[src/rtl/rggen_wide_register.sv]
// rggen_wide_register: a register spanning several bus words. Lower words are
// staged and committed atomically by the top-word write, and reads are made
// coherent by snapshotting the whole value on a word-0 read.
module rggen_wide_register #(
  parameter int                            ADDRESS_WIDTH = 16,
  parameter logic [ADDRESS_WIDTH-1:0]      START_ADDRESS = '0,
  parameter int                            DATA_WIDTH    = 32,
  parameter int                            WORDS         = 2,
  parameter logic [WORDS*DATA_WIDTH-1:0]   INITIAL_VALUE = '0,
  parameter logic [WORDS*DATA_WIDTH-1:0]   WRITABLE_MASK = '1
) (
  input  logic                          clk,
  input  logic                          rst,
  input  logic                          access_valid,
  input  logic [ADDRESS_WIDTH-1:0]      access_address,
  input  logic                          access_write,
  input  logic [DATA_WIDTH-1:0]         access_write_data,
  input  logic [DATA_WIDTH-1:0]         access_strobe,
  output logic                          access_ready,
  output logic [DATA_WIDTH-1:0]         access_read_data,
  input  logic                          hw_write_valid,
  input  logic [WORDS*DATA_WIDTH-1:0]   hw_write_data,
  output logic [WORDS*DATA_WIDTH-1:0]   value_out,
  output logic                          value_update
);

  localparam int VW      = WORDS * DATA_WIDTH;
  localparam int BYTES   = DATA_WIDTH / 8;
  localparam int LSB     = $clog2(BYTES);
  localparam int IDX_W   = (WORDS > 1) ? $clog2(WORDS) : 1;
  localparam int TOP_LSB = (WORDS - 1) * DATA_WIDTH;
  localparam logic [ADDRESS_WIDTH-1:0] ALIGN_MASK = ADDRESS_WIDTH'(BYTES - 1);
  localparam logic [ADDRESS_WIDTH:0]   SPAN       = (ADDRESS_WIDTH + 1)'(WORDS * BYTES);
  localparam logic [IDX_W-1:0]         TOP        = IDX_W'(WORDS - 1);

  typedef enum logic [0:0] {
    IDLE    = 1'b0,
    RESPOND = 1'b1
  } state_t;

  state_t                   state_r;
  logic [VW-1:0]            staging_r;
  logic [VW-1:0]            snapshot_r;

  logic [ADDRESS_WIDTH-1:0] offset_s;
  logic [IDX_W-1:0]         index_s;
  logic                     hit_s;
  logic                     commit_s;
  logic                     stage_s;
  logic                     read_s;
  logic [DATA_WIDTH-1:0]    mask_s;
  logic [DATA_WIDTH-1:0]    merged_s;
  logic [DATA_WIDTH-1:0]    read_data_s;
  logic [VW-1:0]            value_next_s;
  logic [VW-1:0]            staging_next_s;

  function automatic logic [DATA_WIDTH-1:0] merge_word(
    input logic [DATA_WIDTH-1:0] old_word,
    input logic [DATA_WIDTH-1:0] data,
    input logic [DATA_WIDTH-1:0] mask
  );
    return (old_word & ~mask) | (data & mask);
  endfunction

  // Address decode, write merge and next-state of value, staging and read data.
  always_comb begin
    offset_s = access_address - START_ADDRESS;
    index_s  = IDX_W'(offset_s >> LSB);
    hit_s    = access_valid && (state_r == IDLE) &&
               ({1'b0, offset_s} < SPAN) && ((offset_s & ALIGN_MASK) == '0);
    commit_s = hit_s && access_write && (index_s == TOP);
    stage_s  = hit_s && access_write && (index_s != TOP);
    read_s   = hit_s && !access_write;
    mask_s   = access_strobe & WRITABLE_MASK[index_s*DATA_WIDTH +: DATA_WIDTH];

    // The top word merges against the committed value, lower words against staging.
    if (commit_s) begin
      merged_s = merge_word(value_out[index_s*DATA_WIDTH +: DATA_WIDTH], access_write_data, mask_s);
    end else begin
      merged_s = merge_word(staging_r[index_s*DATA_WIDTH +: DATA_WIDTH], access_write_data, mask_s);
    end

    staging_next_s = staging_r;
    for (int w = 0; w < WORDS; w++) begin
      staging_next_s[w*DATA_WIDTH +: DATA_WIDTH] =
        (stage_s && (index_s == IDX_W'(w))) ? merged_s :
        hw_write_valid ? hw_write_data[w*DATA_WIDTH +: DATA_WIDTH] :
                         staging_r[w*DATA_WIDTH +: DATA_WIDTH];
    end

    // A software commit takes priority over a simultaneous hardware load.
    if (commit_s) begin
      value_next_s = staging_r;
      value_next_s[TOP_LSB +: DATA_WIDTH] = merged_s;
      staging_next_s = value_next_s;
    end else if (hw_write_valid) begin
      value_next_s = hw_write_data;
    end else begin
      value_next_s = value_out;
    end

    if (!read_s) begin
      read_data_s = '0;
    end else if (index_s == '0) begin
      read_data_s = value_out[DATA_WIDTH-1:0];
    end else begin
      read_data_s = snapshot_r[index_s*DATA_WIDTH +: DATA_WIDTH];
    end
  end

  // Handshake FSM plus all registered state and outputs.
  always_ff @(posedge clk) begin
    if (rst) begin
      state_r          <= IDLE;
      access_ready     <= 1'b0;
      access_read_data <= '0;
      value_update     <= 1'b0;
      value_out        <= INITIAL_VALUE;
      staging_r        <= INITIAL_VALUE;
      snapshot_r       <= INITIAL_VALUE;
    end else begin
      case (state_r)
        IDLE:    state_r <= hit_s ? RESPOND : IDLE;
        RESPOND: state_r <= IDLE;
        default: state_r <= IDLE;
      endcase
      access_ready     <= hit_s;
      access_read_data <= read_data_s;
      value_update     <= commit_s;
      value_out        <= value_next_s;
      staging_r        <= staging_next_s;
      if (read_s && (index_s == '0)) begin
        snapshot_r <= value_out;
      end else begin
        snapshot_r <= snapshot_r;
      end
    end
  end

endmodule

[config.mk]
export PLATFORM = sky130hd
export DESIGN_NAME = rggen_wide_register
export DESIGN_NICKNAME = d
export VERILOG_FILES = /design/src/rtl/rggen_wide_register.sv
export SDC_FILE = /design/constraint.sdc
export NUM_CORES = 1
export LEC_CHECK = 0
export CAP_MARGIN = 0
export CORE_MARGIN = 2
export CORE_UTILIZATION = 51
export CTS_BUF_LIST = sky130_fd_sc_hd__clkbuf_4 sky130_fd_sc_hd__clkbuf_8
export DETAILED_ROUTE_END_ITERATION = 10
export HOLD_SLACK_MARGIN = 0.15
export PLACE_DENSITY = 0.95
export SETUP_SLACK_MARGIN = 0.1
export SYNTH_ARGS = -nofsm -noshare
export SYNTH_HDL_FRONTEND = slang
export SYNTH_SLANG_ARGS = --single-unit
[constraint.sdc]
create_clock -name clk -period 3.8 [get_ports clk]
set_input_delay 0.76 -clock clk [delete_from_list [all_inputs] [get_ports clk]]
set_output_delay 0.76 -clock clk [all_outputs]
set_load 0.005 [all_outputs]
== Word level (Yosys, flattened, before mapping) ==
Index checks and enable logic that the tools add are counted.

* Bits in registers: 227
* Input bits: 149
* Output and inout port bits: 98
* Logic and storage cells: 52

* Order comparisons: 1
* Shift operators: 4
* Multiplexer cells: 11
* Bitwise operators: 11
* Reductions and logical operators: 17

{| class="wikitable"
|+ Operators with widths
! cell !! number
|-
| $mux W32 || 6
|-
| $mux W64 || 3
|-
| $shiftx A64 B7 Y32 || 3
|-
| $and A32 B32 Y32 || 4
|-
| $or A32 B32 Y32 || 2
|-
| $shiftx A64 B7 Y32 const A || 1
|-
| $not A32 Y32 || 1
|-
| $logic_not A16 Y1 || 1
|-
| $lt A16 B4 Y1 const B || 1
|-
| $logic_and A1 B1 Y1 || 10
|-
| $not A1 Y1 || 4
|-
| $reduce_bool A2 Y1 || 2
|-
| $reduce_bool A3 Y1 || 1
|-
| $pmux W1 S2 || 1
|-
| $reduce_and A2 Y1 || 1
|-
| $reduce_or A2 Y1 || 1
|-
| $logic_not A1 Y1 || 1
|-
| $mux W1 || 1
|}

== Logic depth before layout (Yosys ltp) ==
* Depth after elaboration: 9
* Mapped depth: 8

== Worst setup path after synthesis ==
Ideal clock, no wire load.

* Path kind: input port to flip-flop
* Start point: input access_address[14]
* End point: register staging_r[10]
* Setup time: 0.130 ns
* Arrival: 2.183 ns
* Data required time: 3.670 ns
* Setup slack: 1.487 ns
* Stages on the path: 7
* Path buffers: 2
* Cell sequence: nor4_4 nand3_4 or4_4 buf_6 buf_12 nand3_2 a31oi_1

* Cells in the longest elaborated chain, start to end: 8
* Elaborated cells on any way between the ends: 12
* Classes of those cells: 1 x order compare; 2 x mux; 1 x bitwise; 8 x reduce/logical

{| class="wikitable"
|+ Ends and longest elaborated chain
! what !! RTL line !! text
|-
| from (decl) || 15 || <nowiki>input logic [ADDRESS_WIDTH-1:0] access_address,</nowiki>
|-
| $lt A16 B4 Y1 (*) || 70 || <nowiki>({1'b0, offset_s} < SPAN) && ((offset_s & ALIGN_MASK) == '0);</nowiki>
|-
| $logic_and A1 B1 Y1 (*) || 69 || <nowiki>hit_s = access_valid && (state_r == IDLE) &&</nowiki>
|-
| $logic_and A1 B1 Y1 (*) || 70 ||
|-
| $logic_and A1 B1 Y1 (*) || 71, 72 ||
|-
| $logic_and A1 B1 Y1 || 72 || <nowiki>stage_s = hit_s && access_write && (index_s != TOP);</nowiki>
|-
| $logic_and A1 B1 Y1 || 86 || <nowiki>(stage_s && (index_s == IDX_W'(w))) ? merged_s :</nowiki>
|-
| $reduce_bool A2 Y1 (no source line) || n/a ||
|-
| $reduce_and A2 Y1 (no source line) || n/a ||
|-
| to (signal assigned) || 131 || <nowiki>staging_r <= staging_next_s;</nowiki>
|-
| to (decl) || 42 || <nowiki>logic [VW-1:0] staging_r;</nowiki>
|}

Every way passes the cells marked *; elsewhere a longest branch is shown, timed or not.
A chain may end at the register's enable or synchronous reset.

== Worst setup path after layout ==
* Start point: input access_address[14]
* End point: register staging_r[0]

Same word-level chain as after synthesis.

==> metrics.txt <==
row count 44; Bufs on Longest Clock Path 2; Initial Utilization 0.523; root buf cell clkbuf_8; synthesized flop and latch total roughly 160; Reg-to-Reg Start state_r$_SDFF_PP0_; antenna violations before repair 0; hold_sp snapshot_r[48]$_SDFFE_PP0P_; antenna violation net count after detailed routing 0; Max IR drop VDD 226 µV; Crit path max-delay family simple AND/OR/NAND/NOR gates; Hold Fails Final Rpt 0; CTS clk-pin slew, worst paths approximately 0.080 ns; Synth-to-Final Area Change 37.0%; fin crit period around 2.6 ns; P_leak around 4 nW; ys flop type dfxtp_1; final wirelength 23200 µm; total global-route track usage 0.283; vias in the first global route 7220; post-layout util 0.716; CP cell instances clkdlybuf4s50_1 > nor4_4 > nand3_4 > or4_4 > a221oi_2 > nor3_1; top post-synthesis cells by area dfxtp_1 43%, mux2i_1 8.7%, nand2_1 5.3%, nand2b_1 5.1%, a211oi_1 4.8%; worst r2r path cells 7; CTS tree yes; post-cts sizing count 0; routed vias around 7500; register area share after synthesis 0.428; top-count cell post-synth dfxtp_1; first-pass GRT wire length 36500 µm; Post-CTS Hold Buffers 0; residual DRC count 0; area of the multi-input gates 0.00389 mm²; setup TNS 0 ns; number of flops mapped to enable cells by yosys 0; Max Cap Violations 0; Hold Path End snapshot_r[48]$_SDFFE_PP0P_; Num CTS Buffers 17; Required @ worst endpoint 4.11 ns; Max Fclk around 380 MHz; Netlist cell types 39; largest net degree at the start of global routing 69; DP HPWL between 15000 and 20000 µm; Arr. time, crit path 2.94 ns; flop2flop setup slack around 1.7 ns; num ports 247; crit end category register; Ys Warns 0; Final Setup Violations 0; power density over cell area roughly 360 mW/mm²; outcome finished clean; Pins Over Slew Limit 0; worst skew pair latency around 0.45 ns; post-route clock period utilization 0.692; port buffer count 246; core area roughly 0.015 mm²; postcts setup bufs 0; crit path launch type primary input; Critical R2R Capture snapshot_r[39]$_SDFFE_PP0P_; ys async rst share 0; worst hold slack ~0.45 ns; global route overflow 0; syn avg cell area ~8.8 µm²; worst-path cell with the longest stage delay or4_4; drt via density between 5 and 6; clock sinks roughly 160; die footprint 0.0159 mm²; Cell Area, Synth 0.00762 mm²; Slew @ Worst Pin roughly 0.74 ns; CP Class in2reg; CP Max Fanout 24; Synth area leader dfxtp_1; die height around 130 µm; CP bufs+invs 1; Yosys top cell area share 0.428; Slew HR 0.506; n_diodes 0; WL per Instance around 18 µm; Hold Path Class reg2reg; syn_nets just over 1000; fill count about 1100; die span in x 126 µm; Hold Path Stages 2; Final Skew 0.00858 ns; RSZ-0062 raised after global routing false; Placer Congestion just over 0.8; share of layout cells above drive strength 1 0.0796; FF+latch area between 0.003 and 0.004 mm²; slowest cell delay on critical path approximately 0.77 ns; Final nets 1216; CTS H-Tree Depth 4; top cells by count, synth 163 x dfxtp_1, 107 x nand2_1, 77 x nor2_1; Detailed Routing Iterations Pass 1 5; cells after synthesis between 800 and 900; DRT iter0 DRCs ~650
## cell type report
| type | instances | area share |
|---|---|---|
| multi-input cells | 619 | 0.372 |
| flip-flops and latches | 163 | 0.312 |
| repair buffers | 265 | 0.250 |
| clock buffers | 20 | 0.0258 |
| well taps | 184 | 0.0220 |
| clock inverters | 12 | 0.0172 |
| inverters | 1 | 0.000359 |
## metal layers
metal  vias to the layer above  global-route usage  share of wire
met1                      3536               0.371           0.41
met3                        78              0.0480          0.069
li1                       3495                   -              -
met2                       388               0.450           0.48
met5                         -                   0              0
met4                         0               0.149          0.040
## tightest hold or removal path, delay by kind of cell (launching register included)
family           cells  cell delay, ns
flip-flops           1            0.31
AO/OA/AOI/OAI        1            0.05
AND/OR/NAND/NOR      1            0.05
## power breakdown
group          total (W)  switching, W  internal, W
clock            0.00142      0.000655     0.000760
sequential       0.00182     0.0000557      0.00176
combinational   0.000512      0.000208     0.000303
total            0.00375      0.000919      0.00283
## placed cells by master (no fill, tap or decap), drive strengths merged
| cell type | Yosys | final |
|---|---|---|
| nor4 | 4 | 4 |
| dfxtp | 163 | 163 |
| clkdlybuf4s50 | 0 | 243 |
| a31oi | 55 | 55 |
| clkbuf | 38 | 20 |
| nand3 | 48 | 48 |
| buf | 34 | 22 |
| inv | 1 | 1 |
| mux2i | 66 | 66 |
| or4 | 1 | 1 |
| clkinv | 0 | 6 |
| nor3b | 1 | 1 |
| nand2b | 62 | 62 |
| o31ai | 9 | 9 |
| a22o | 1 | 1 |
| a21o | 24 | 24 |
| a221oi | 1 | 1 |
| nand2 | 108 | 108 |
| nor2 | 77 | 77 |
| clkinvlp | 0 | 2 |
| o21ai | 22 | 22 |
| bufinv | 0 | 4 |
| a211oi | 49 | 49 |
| nor3 | 3 | 3 |
| o21bai | 8 | 8 |
| nand4 | 3 | 3 |
| and4 | 1 | 1 |
| o311ai | 22 | 22 |
| and2 | 1 | 1 |
| and3 | 4 | 4 |
| a21oi | 49 | 49 |
## how the worst max path moves through the flow
stage	from	cells past startpoint	endpoint	slack, ns
after floorplan	access_address[14]	7	staging_r[10]$_SDFFE_PP0P_	1.49
after detailed placement	access_address[14]	6	staging_r[0]$_SDFFE_PP0P_	0.72
after CTS	access_address[14]	6	staging_r[0]$_SDFFE_PP0P_	1.21
after global placement	access_address[14]	6	staging_r[0]$_SDFFE_PP0P_	0.80
after global routing	access_address[6]	7	access_read_data[22]$_SDFF_PP0_	1.04
final	access_address[14]	6	staging_r[0]$_SDFFE_PP0P_	1.17
## kinds of logic (layout without fill, tap and decap cells)
logic type | Yosys count | after routing | share of synthesized area
and+or+nand+nor | 313 | 313 | 0.213
AOI/OAI and AO/OA | 240 | 240 | 0.211
DFF | 163 | 163 | 0.428
buffers and inverters | 81 | 298 | 0.0617
muxes | 66 | 66 | 0.0867
## per-stage QoR
stage | instances | setup WS (ns) | total power [W] | cell area (µm²)
CTS | 1264 | 1.21 | 0.00375 | 10400
finish | 1264 | 1.17 | 0.00375 | 10400
floorplan | 863 | 1.49 | 0.00207 | 7620
global route | 1264 | 1.04 | 0.00388 | 10400
global placement | 1232 | 0.802 | 0.00235 | 10000
detailed placement | 1232 | 0.722 | 0.00236 | 10000
## registers in the layout, summed over array words and instances, names as in the netlist
| signal | flops |
|---|---|
| access_read_data | 32 |
| access_ready | 1 |
| snapshot_r | 32 |
| staging_r | 32 |
| state_r | 1 |
| value_out | 64 |
| value_update | 1 |
Power figures use the tool's default switching activity.
